File: src/rtl/alu16_op_driver_if.sv
// Request, ALU-side and response signals of the ALU16 sequencing front-end.
// slave = the driver block; master = requester, ALU and response consumer.
interface alu16_op_driver_if #(
   parameter int WIDTH = 16
);
   logic             req_valid;
   logic             req_ready;
   logic [WIDTH-1:0] req_a;
   logic [WIDTH-1:0] req_b;
   logic [1:0]       req_op;
   logic [3:0]       req_tag;
   logic [WIDTH-1:0] alu_a;
   logic [WIDTH-1:0] alu_b;
   logic             alu_sel0;
   logic             alu_sel1;
   logic [WIDTH-1:0] alu_out;
   logic             rsp_valid;
   logic             rsp_ready;
   logic [WIDTH-1:0] rsp_result;
   logic [3:0]       rsp_tag;
   logic             busy;

   modport slave (
      input  req_valid, req_a, req_b, req_op, req_tag, alu_out, rsp_ready,
      output req_ready, alu_a, alu_b, alu_sel0, alu_sel1,
             rsp_valid, rsp_result, rsp_tag, busy
   );

   modport master (
      output req_valid, req_a, req_b, req_op, req_tag, alu_out, rsp_ready,
      input  req_ready, alu_a, alu_b, alu_sel0, alu_sel1,
             rsp_valid, rsp_result, rsp_tag, busy
   );
endinterface

File: src/rtl/alu16_op_driver.sv
// ALU16 sequencer: latch request, hold ALU inputs SETTLE_CYCLES, push {alu_out,tag} to a result FIFO.
// Latency accept->push = SETTLE_CYCLES edges; req_ready drops while driving or when the FIFO is full.
module alu16_op_fifo #(
   parameter int W     = 8,
   parameter int DEPTH = 4
) (
   input  logic                   clk,
   input  logic                   rst_n,
   input  logic                   push_vld,
   input  logic [W-1:0]           push_dat,
   input  logic                   pop_rdy,
   output logic                   pop_vld,
   output logic [W-1:0]           pop_dat,
   output logic [$clog2(DEPTH):0] count
);
   localparam int AW = $clog2(DEPTH);

   logic [W-1:0]  mem_q [DEPTH];
   logic [W-1:0]  mem_d [DEPTH];
   logic [AW-1:0] wr_q, wr_d, rd_q, rd_d;
   logic [AW:0]   cnt_q, cnt_d;
   logic          do_push, do_pop;

   assign do_pop  = pop_rdy && (cnt_q != '0);
   assign do_push = push_vld && ((cnt_q != (AW+1)'(DEPTH)) || do_pop);

   always_comb begin
      mem_d = mem_q;
      wr_d  = wr_q;
      rd_d  = rd_q;
      if (do_push) begin
         mem_d[wr_q] = push_dat;
         wr_d        = wr_q + 1'b1;
      end
      if (do_pop) begin
         rd_d = rd_q + 1'b1;
      end
      cnt_d = cnt_q + (AW+1)'(do_push) - (AW+1)'(do_pop);
   end

   always_ff @(posedge clk or negedge rst_n) begin
      if (!rst_n) begin
         for (int i = 0; i < DEPTH; i++) begin
            mem_q[i] <= '0;
         end
         wr_q  <= '0;
         rd_q  <= '0;
         cnt_q <= '0;
      end else begin
         mem_q <= mem_d;
         wr_q  <= wr_d;
         rd_q  <= rd_d;
         cnt_q <= cnt_d;
      end
   end

   assign pop_vld = (cnt_q != '0);
   assign pop_dat = mem_q[rd_q];
   assign count   = cnt_q;
endmodule

module alu16_op_driver #(
   parameter int WIDTH         = 16,
   parameter int SETTLE_CYCLES = 1,
   parameter int FIFO_DEPTH    = 4
) (
   input  logic              clk,
   input  logic              rst_n,
   alu16_op_driver_if.slave  bus
);
   localparam int CW = $clog2(FIFO_DEPTH) + 1;

   typedef struct packed {
      logic [WIDTH-1:0] result;
      logic [3:0]       tag;
   } rsp_t;

   typedef enum logic {IDLE = 1'b0, DRIVE = 1'b1} state_t;

   state_t           state_q, state_d;
   logic [3:0]       cnt_q, cnt_d;
   logic [WIDTH-1:0] alu_a_q, alu_a_d, alu_b_q, alu_b_d;
   logic [1:0]       op_q, op_d;
   logic [3:0]       tag_q, tag_d;
   logic             accept, push;
   rsp_t             push_dat, head;
   logic [CW-1:0]    fifo_cnt;
   logic             fifo_vld;

   // Only one op is ever in flight, so this full check is what keeps the push from overflowing.
   assign bus.req_ready = (state_q == IDLE) && (fifo_cnt < CW'(FIFO_DEPTH));
   assign accept        = bus.req_valid && bus.req_ready;

   always_comb begin
      state_d = state_q;
      cnt_d   = cnt_q;
      alu_a_d = alu_a_q;
      alu_b_d = alu_b_q;
      op_d    = op_q;
      tag_d   = tag_q;
      push    = 1'b0;
      unique case (state_q)
         IDLE: begin
            if (accept) begin
               alu_a_d = bus.req_a;
               alu_b_d = bus.req_b;
               op_d    = bus.req_op;
               tag_d   = bus.req_tag;
               cnt_d   = 4'(SETTLE_CYCLES - 1);
               state_d = DRIVE;
            end
         end
         DRIVE: begin
            if (cnt_q != 4'd0) begin
               cnt_d = cnt_q - 4'd1;
            end else begin
               push    = 1'b1;
               state_d = IDLE;
            end
         end
         default: state_d = IDLE;
      endcase
   end

   always_ff @(posedge clk or negedge rst_n) begin
      if (!rst_n) begin
         state_q <= IDLE;
         cnt_q   <= '0;
         alu_a_q <= '0;
         alu_b_q <= '0;
         op_q    <= '0;
         tag_q   <= '0;
      end else begin
         state_q <= state_d;
         cnt_q   <= cnt_d;
         alu_a_q <= alu_a_d;
         alu_b_q <= alu_b_d;
         op_q    <= op_d;
         tag_q   <= tag_d;
      end
   end

   assign push_dat.result = bus.alu_out;
   assign push_dat.tag    = tag_q;

   alu16_op_fifo #(
      .W     ($bits(rsp_t)),
      .DEPTH (FIFO_DEPTH)
   ) u_fifo (
      .clk      (clk),
      .rst_n    (rst_n),
      .push_vld (push),
      .push_dat (push_dat),
      .pop_rdy  (bus.rsp_ready),
      .pop_vld  (fifo_vld),
      .pop_dat  (head),
      .count    (fifo_cnt)
   );

   assign bus.alu_a      = alu_a_q;
   assign bus.alu_b      = alu_b_q;
   assign bus.alu_sel0   = op_q[0];
   assign bus.alu_sel1   = op_q[1];
   assign bus.busy       = (state_q == DRIVE);
   assign bus.rsp_valid  = fifo_vld;
   assign bus.rsp_result = head.result;
   assign bus.rsp_tag    = head.tag;
endmodule
File: src/flat_wrapper.sv
// flat-port wrapper written by rule: the top's interface ports become plain ports
module alu16_op_driver_flat 
#(
   parameter int WIDTH         = 16,
   parameter int SETTLE_CYCLES = 1,
   parameter int FIFO_DEPTH    = 4
)
  (clk, rst_n, bus_req_valid, bus_req_a, bus_req_b, bus_req_op, bus_req_tag, bus_alu_out, bus_rsp_ready, bus_req_ready, bus_alu_a, bus_alu_b, bus_alu_sel0, bus_alu_sel1, bus_rsp_valid, bus_rsp_result, bus_rsp_tag, bus_busy);
  alu16_op_driver_if #(.WIDTH(WIDTH)) bus_i ();
  input  logic clk;
  input  logic rst_n;
  input wire logic [$bits(bus_i.req_valid)-1:0] bus_req_valid;
  input wire logic [$bits(bus_i.req_a)-1:0] bus_req_a;
  input wire logic [$bits(bus_i.req_b)-1:0] bus_req_b;
  input wire logic [$bits(bus_i.req_op)-1:0] bus_req_op;
  input wire logic [$bits(bus_i.req_tag)-1:0] bus_req_tag;
  input wire logic [$bits(bus_i.alu_out)-1:0] bus_alu_out;
  input wire logic [$bits(bus_i.rsp_ready)-1:0] bus_rsp_ready;
  output wire logic [$bits(bus_i.req_ready)-1:0] bus_req_ready;
  output wire logic [$bits(bus_i.alu_a)-1:0] bus_alu_a;
  output wire logic [$bits(bus_i.alu_b)-1:0] bus_alu_b;
  output wire logic [$bits(bus_i.alu_sel0)-1:0] bus_alu_sel0;
  output wire logic [$bits(bus_i.alu_sel1)-1:0] bus_alu_sel1;
  output wire logic [$bits(bus_i.rsp_valid)-1:0] bus_rsp_valid;
  output wire logic [$bits(bus_i.rsp_result)-1:0] bus_rsp_result;
  output wire logic [$bits(bus_i.rsp_tag)-1:0] bus_rsp_tag;
  output wire logic [$bits(bus_i.busy)-1:0] bus_busy;
  assign bus_i.req_valid = bus_req_valid;
  assign bus_i.req_a = bus_req_a;
  assign bus_i.req_b = bus_req_b;
  assign bus_i.req_op = bus_req_op;
  assign bus_i.req_tag = bus_req_tag;
  assign bus_i.alu_out = bus_alu_out;
  assign bus_i.rsp_ready = bus_rsp_ready;
  assign bus_req_ready = bus_i.req_ready;
  assign bus_alu_a = bus_i.alu_a;
  assign bus_alu_b = bus_i.alu_b;
  assign bus_alu_sel0 = bus_i.alu_sel0;
  assign bus_alu_sel1 = bus_i.alu_sel1;
  assign bus_rsp_valid = bus_i.rsp_valid;
  assign bus_rsp_result = bus_i.rsp_result;
  assign bus_rsp_tag = bus_i.rsp_tag;
  assign bus_busy = bus_i.busy;
  alu16_op_driver #(.WIDTH(WIDTH), .SETTLE_CYCLES(SETTLE_CYCLES), .FIFO_DEPTH(FIFO_DEPTH)) u_core (.clk(clk), .rst_n(rst_n), .bus(bus_i));
endmodule
File: config.mk
export PLATFORM = sky130hd
export DESIGN_NAME = alu16_op_driver_flat
export DESIGN_NICKNAME = d
export VERILOG_FILES = /design/src/rtl/alu16_op_driver_if.sv /design/src/rtl/alu16_op_driver.sv /design/src/flat_wrapper.sv
export SDC_FILE = /design/constraint.sdc
export NUM_CORES = 1
export LEC_CHECK = 0
export ABC_AREA = 1
export CELL_PAD_IN_SITES_DETAIL_PLACEMENT = 2
export CELL_PAD_IN_SITES_GLOBAL_PLACEMENT = 2
export CORE_ASPECT_RATIO = 0.7
export CORE_UTILIZATION = 25
export DETAILED_ROUTE_END_ITERATION = 8
export DONT_BUFFER_PORTS = 1
export PLACE_DENSITY_LB_ADDON = 0.1
export SLEW_MARGIN = 10
export SYNTH_ARGS = -nofsm -noshare
export SYNTH_HDL_FRONTEND = slang
export SYNTH_HIERARCHICAL = 1
export SYNTH_SLANG_ARGS = --single-unit
File: constraint.sdc
create_clock -name clk -period 5 [get_ports clk]
set_clock_uncertainty 0.1 [all_clocks]
set_input_delay 0.25 -clock clk [delete_from_list [all_inputs] [get_ports clk]]
set_output_delay 0.25 -clock clk [all_outputs]
set_load 0.01 [all_outputs]
==> flow_metrics.tcl, run 1 <==
set metrics [dict create \
    status "complete, no violations" \
    wire_per_inst_um 20.41 \
    fmax_ghz 0.3079 \
    drv_slew 0 \
    power_uw 5065 \
    die-width_um 187.9 \
    antenna_left 0 \
    regArea_um2 3253 \
    drive_gt1_share_pct 6.456 \
    yosys.area.top_type "dfrtp_1" \
    crit_arrival_ns 3.45 \
    overflow 0 \
    synth_compound_area_share_pct 5.752 \
    ys_top_cells_by_area "dfrtp_1, nand2_1, nand4_1" \
    h-tree-depth 4 \
    crit_path_max_fanout 30 \
    max-cap-violations 0 \
    via_per_inst 4.940 \
    row_count 47 \
    cts_sinks 130 \
    cts_setup_buffers 0 \
    yosys.area_share.adder_pct 1.779 \
    yosys-mux-area-fraction_pct 0 \
    clock_path_buffers 2 \
    synth_fp_nets 777 \
    setup_ws_ns 1.753 \
    fin_setup_tns_ns 0 \
    r2r_setup_slack_ns 1.75 \
    cp_slowest_cell "nor2_4" \
    synth_top_family_by_area "simple AND/OR/NAND/NOR gates" \
    max_stage_delay_ns 0.64 \
    postRouteWirelength_um 22620 \
    core_um2 23700 \
    post-route-min-period_ns 3.247 \
    vias 5473 \
    io_buffer_count 0 \
    drt_iter0_markers 197 \
    synth-seq-cells 130 \
    synth_area_um2 6047 \
    gp_congestion 0.7360 \
    path_clk_slew_ns 0.06 \
    insertion_delay_ns 0.42 \
    path_class "reg2reg" \
    synthCells 711 \
    cts.repair.resized 0 \
    first_global_vias 6118 \
    power_density_nw_per_um2 651.8 \
    grt_max_degree 131 \
    hold_class "in2reg" \
    leakage_uw 0.003660 \
    utilization_pct 32.79 \
    antenna_found_initial 0 \
    first_pass_iters 4 \
    ctsHoldBuffers 95 \
    clock_tree.root_cell "clkbuf_16" \
    synthDistinctLibCells 24 \
    crit_required_ns 5.20 \
    setup_viol 0 \
    start_kind "flop" \
    antenna_cells 0 \
    synth_xor_xnor_area_share_pct 0.5794 \
    synth_top_area_share_pct 53.80 \
    hold_viol_final 0 \
    relSlewSlack_pct 29.18 \
    pre_cts_slack_ns 1.759 \
    die_y_um 132.1 \
    start_util_pct 25.52 \
    area_growth_pct 28.49 \
    rsz0062_at_grt "false" \
    syn_avg_cell_area_um2 8.505 \
    synth-simple-area-share_pct 31.41 \
    layout.nets 844 \
    grt_usage_pct 19.22 \
    cts-buffers-inserted 17 \
    fin_crit_sh_pct 64.95 \
    dieArea_um2 24820 \
    cts_tree "built" \
    grt_pass1_wl_um 36430 \
    placed_cells 982 \
    synth-seq-area-share_pct 53.80 \
    ir_worst_vdd_v 0.0003237 \
    fillers 2601 \
    final_cells 1108 \
    tightestPinTransition_ns 1.060 \
    dpl.hpwl_um 12740 \
    synth_warnings 6 \
    io_pins 115 \
    drc 0 \
    endpoint_kind "flop" \
    crit_chain "inv_1 > ha_1 > nand3_1 > nor2_4 > nand2_1 > ha_1 > inv_1 > ha_1 > inv_1 > fa_1 > xnor2_1 > xor2_1" \
    multi_input_area_um2 2397 \
]
==> power by group <==
part / switching, µW / internal, µW
sequential: 382 / 1520
combinational: 1310 / 565
clock: 487 / 797
total: 2180 / 2890
==> metrics by stage <==
stage | hold slack, ns | instance area [µm²]
4_1_cts | 0.2154 | 7770
3_3_place_gp | -0.1417 | 6202
6_report | 0.2323 | 7770
2_1_floorplan | -0.1456 | 6047
5_1_grt | 0.2648 | 7770
3_5_place_dp | -0.1420 | 6202
==> path summary, 6_finish.rpt <==
check                                     endpoint  cells after the start               startpoint
max                         u_core/u_fifo/count[2]                     12          u_core/cnt_q[0]
min                           u_core/bus.alu_a[14]                      3            bus_req_valid
max reg2reg                 u_core/u_fifo/count[2]                     12          u_core/cnt_q[0]
min reg2reg                u_core/u_fifo/mem_q[40]                      2  u_core/u_fifo/mem_q[40]
max in group asynchronous      u_core/bus.alu_b[7]                      2                    rst_n
min in group asynchronous   u_core/u_fifo/mem_q[6]                      2                    rst_n
==> cell usage in the layout (no fill, tap or decap), types with 2 or more instances in the layout <==
cell,synthesis,routed
nand4_1,83,83
clkinvlp_4,0,3
buf_4,3,13
ha_1,7,7
clkbuf_16,0,17
nand3_1,46,46
o22ai_1,21,21
nor2_1,46,45
clkinv_2,0,2
o21ai_0,42,42
xnor2_1,2,2
inv_2,1,2
dlygate4sd3_1,0,94
nand2_1,251,251
dfrtp_1,130,130
nor2_4,1,2
clkbuf_8,0,5
inv_1,14,13
xor2_1,2,2
bufinv_16,0,2
==> routing by layer <==
layer	track usage, %	vias up	wire [µm]
met4	5.014	0	222
met1	24.42	2855	10620
met5	0	-	0
met3	5.430	19	907
li1	-	2529	-
met2	32.08	70	10870
==> area by class of cell <==
class	instances	share of cell area, %
sequential	130	41.87
multi-input combinational	506	30.85
tap	318	5.121
timing repair buffer	108	13.72
inverter	15	0.7246
clock inverter	8	1.304
clock buffer	23	6.409
==> synthesized netlist by cell type <==
cell      count
nand2_4       1
o21ai_0      42
o22ai_1      21
nor2_4        1
buf_1         6
nor2_2        1
buf_2        27
a31oi_1       1
inv_2         1
fa_1          1
nand3_1      46
ha_1          7
nand4_1      83
xnor2_1       2
inv_1        14
nand2_1     251
nor2_1       46
buf_4         3
xor2_1        2
nand2_2       1
clkbuf_2      2
buf_6        10
dfrtp_1     130
clkbuf_1     12
==> critical path: cells and delay by family, from the launching register on <==
kind | cells | cell delay, ns
buffers and inverters | 3 | 0.19
flip-flops | 1 | 0.43
adder cells (fa/ha/maj) | 4 | 1.06
AND/OR/NAND/NOR | 3 | 1.07
XOR/XNOR | 2 | 0.28
==> flip-flops by register name, summed over array words and instances (netlist names) <==
register,flops
u_core/bus.alu_a,16
u_core/bus.alu_b,16
u_core/bus.busy,1
u_core/cnt_q,4
u_core/op_q,2
u_core/tag_q,4
u_core/u_fifo/count,3
u_core/u_fifo/mem_q,80
u_core/u_fifo/rd_q,2
u_core/u_fifo/wr_q,2
==> logic make-up (layout without fill, tap and decap cells) <==
| kind of cell | after synthesis | count (layout) |
|---|---|---|
| AND/OR/NAND/NOR | 430 | 430 |
| flip-flops | 130 | 130 |
| AO/OA/AOI/OAI | 64 | 64 |
| XOR/XNOR | 4 | 4 |
| adder cells (fa/ha/maj) | 8 | 8 |
| buffers and inverters | 75 | 154 |
Note: power is estimated with default switching activity, not from simulation.
==> inputs of run 2 (changes only) <==
Clock period 5 ns to 3.25 ns, I/O delays scaled along.
==> run 2 against run 1 <==
Net effect:
- the run now ends with negative hold slack left
- maximum frequency up 13%
- worst setup slack worse by 1.4 ns
- utilization increased by 0.31 points
- final area increased by 0.93%
- power rose by 57%
- cell count grew 0.63%
- sequential share of layout area down 0.39 points
- highest routed layer unchanged
==> flow_metrics.tcl, run 2 (synthesis gave the netlist of run 1 again) <==
set metrics [dict create \
    first_pass_iters 4 \
    pre_cts_slack_ns 0.4682 \
    ir_worst_vdd_v 0.0004116 \
    overflow 0 \
    vias 5439 \
    fmax_ghz 0.3490 \
    max-cap-violations 0 \
    crit_arrival_ns 3.08 \
    layout.nets 850 \
    start_util_pct 25.52 \
    drv_slew 0 \
    largest_reg_flops 80 \
    antenna_found_initial 0 \
    h-tree-depth 4 \
    postRouteWirelength_um 22700 \
    reg2reg_to "u_core/u_fifo/mem_q[67]" \
    ff2ff_path_depth 9 \
    dieArea_um2 24820 \
    core_um2 23700 \
    rsz0062_at_grt "false" \
    setup_ws_ns 0.3845 \
    antenna_left 0 \
    cp-endpoint "u_core/u_fifo/mem_q[67]" \
    grt_usage_pct 19.47 \
    tightestPinTransition_ns 1.027 \
    status "finished with violations" \
    io_buffer_count 0 \
    fillers 2644 \
    violations "negative hold slack" \
    gp_congestion 0.7436 \
    relSlewSlack_pct 31.50 \
    clock_path_buffers 2 \
    start_kind "flop" \
    die_y_um 132.1 \
    grt_pass1_wl_um 37090 \
    path_clk_slew_ns 0.06 \
    post-route-min-period_ns 2.866 \
    drc 0 \
    hold_viol_final 130 \
    cts-buffers-inserted 17 \
    clock_tree.root_cell "clkbuf_16" \
    dpl.hpwl_um 13080 \
    cts.repair.resized 0 \
    area_growth_pct 29.69 \
    via_per_inst 4.878 \
    grt_max_degree 131 \
    first_global_vias 6399 \
    crit_required_ns 3.46 \
    insertion_delay_ns 0.43 \
    antenna_cells 0 \
    fin_crit_sh_pct 88.17 \
    setup_viol 0 \
    wire_per_inst_um 20.36 \
    cts_sinks 130 \
    regMostFlops "u_core/u_fifo/mem_q" \
    power_density_nw_per_um2 1013 \
    cts_tree "built" \
    hold_class "in2async" \
    die-width_um 187.9 \
    cts_setup_buffers 0 \
    timing.rr.start "u_core/cnt_q[0]" \
    endpoint_kind "flop" \
    fin_setup_tns_ns 0 \
    leakage_uw 0.003692 \
    drt_iter0_markers 234 \
    power_uw 7943 \
    ctsHoldBuffers 93 \
    row_count 47 \
    mostFrequentLayoutCells "nand2_1, dfrtp_1, dlygate4sd3_1" \
    r2r_setup_slack_ns 0.38 \
    crit_path_max_fanout 86 \
    io_pins 115 \
    path_class "reg2reg" \
    critPathLaunch "u_core/cnt_q[0]" \
    drive_gt1_share_pct 7.277 \
    final_common_cell "nand2_1" \
    hold_slack_ns -0.6688 \
]
[run 2: cell types whose count changed in the layout (fill, tap and decap cells not counted), moves of 2 or more]
cell / previous run / this run
buf_4: 13 / 20
clkbuf_8: 5 / 2
bufinv_16: 2 / 4
clkinvlp_4: 3 / 5
[run 2: cell type report]
class	instances	area [µm²]	share of cell area, %
Clock buffer	20	456.7	5.823
Clock inverter	12	180.2	2.297
Inverter	15	56.30	0.7179
Multi-Input combinational cell	506	2397	30.57
Sequential cell	130	3253	41.48
Tap cell	318	397.9	5.073
Timing Repair Buffer	114	1101	14.04
[run 2: critical path, stage by stage (launching register included)]
cell	delay, ns
dfrtp_1	0.42
inv_1	0.09
ha_1	0.24
nand3_1	0.24
nor2_4	0.15
buf_4	0.71
nand3_1	0.24
buf_4	0.29
nand2_1	0.10
nand2_1	0.05
[run 2: per-layer routing]
metal / vias up / track usage (%) / share of wire, %
met5: - / 0 / 0
met4: 0 / 5.014 / 1.1
met3: 17 / 5.164 / 3.7
met2: 74 / 32.92 / 49
met1: 2812 / 24.60 / 46
li1: 2536 / - / -
[run 2: worst min-delay path by stage]
| stage | end | slack (ns) | cells after the start |
|---|---|---|---|
| final | u_core/u_fifo/mem_q[19] | -0.67 | 0 |
| after global routing | u_core/u_fifo/mem_q[17] | -0.70 | 0 |
| after CTS | u_core/u_fifo/mem_q[58] | -0.69 | 0 |
| after detailed placement | u_core/bus.alu_b[7] | -0.23 | 0 |
| after global placement | u_core/bus.alu_b[7] | -0.23 | 0 |
| after floorplan | u_core/bus.alu_a[0] | -0.23 | 0 |
[run 2: power breakdown]
part | leakage, µW | internal [µW] | switching [µW]
combinational | 0.00176 | 933 | 1970
clock | 0.000295 | 1330 | 759
sequential | 0.00163 | 2340 | 614
[run 2: through the flow]
step,util (%),cell area (µm²),cells
after floorplan,-,6047,711
after global placement,26.48,6275,990
after detailed placement,26.48,6275,990
after CTS,33.09,7843,1115
after global routing,33.09,7843,1115
final,33.09,7843,1115
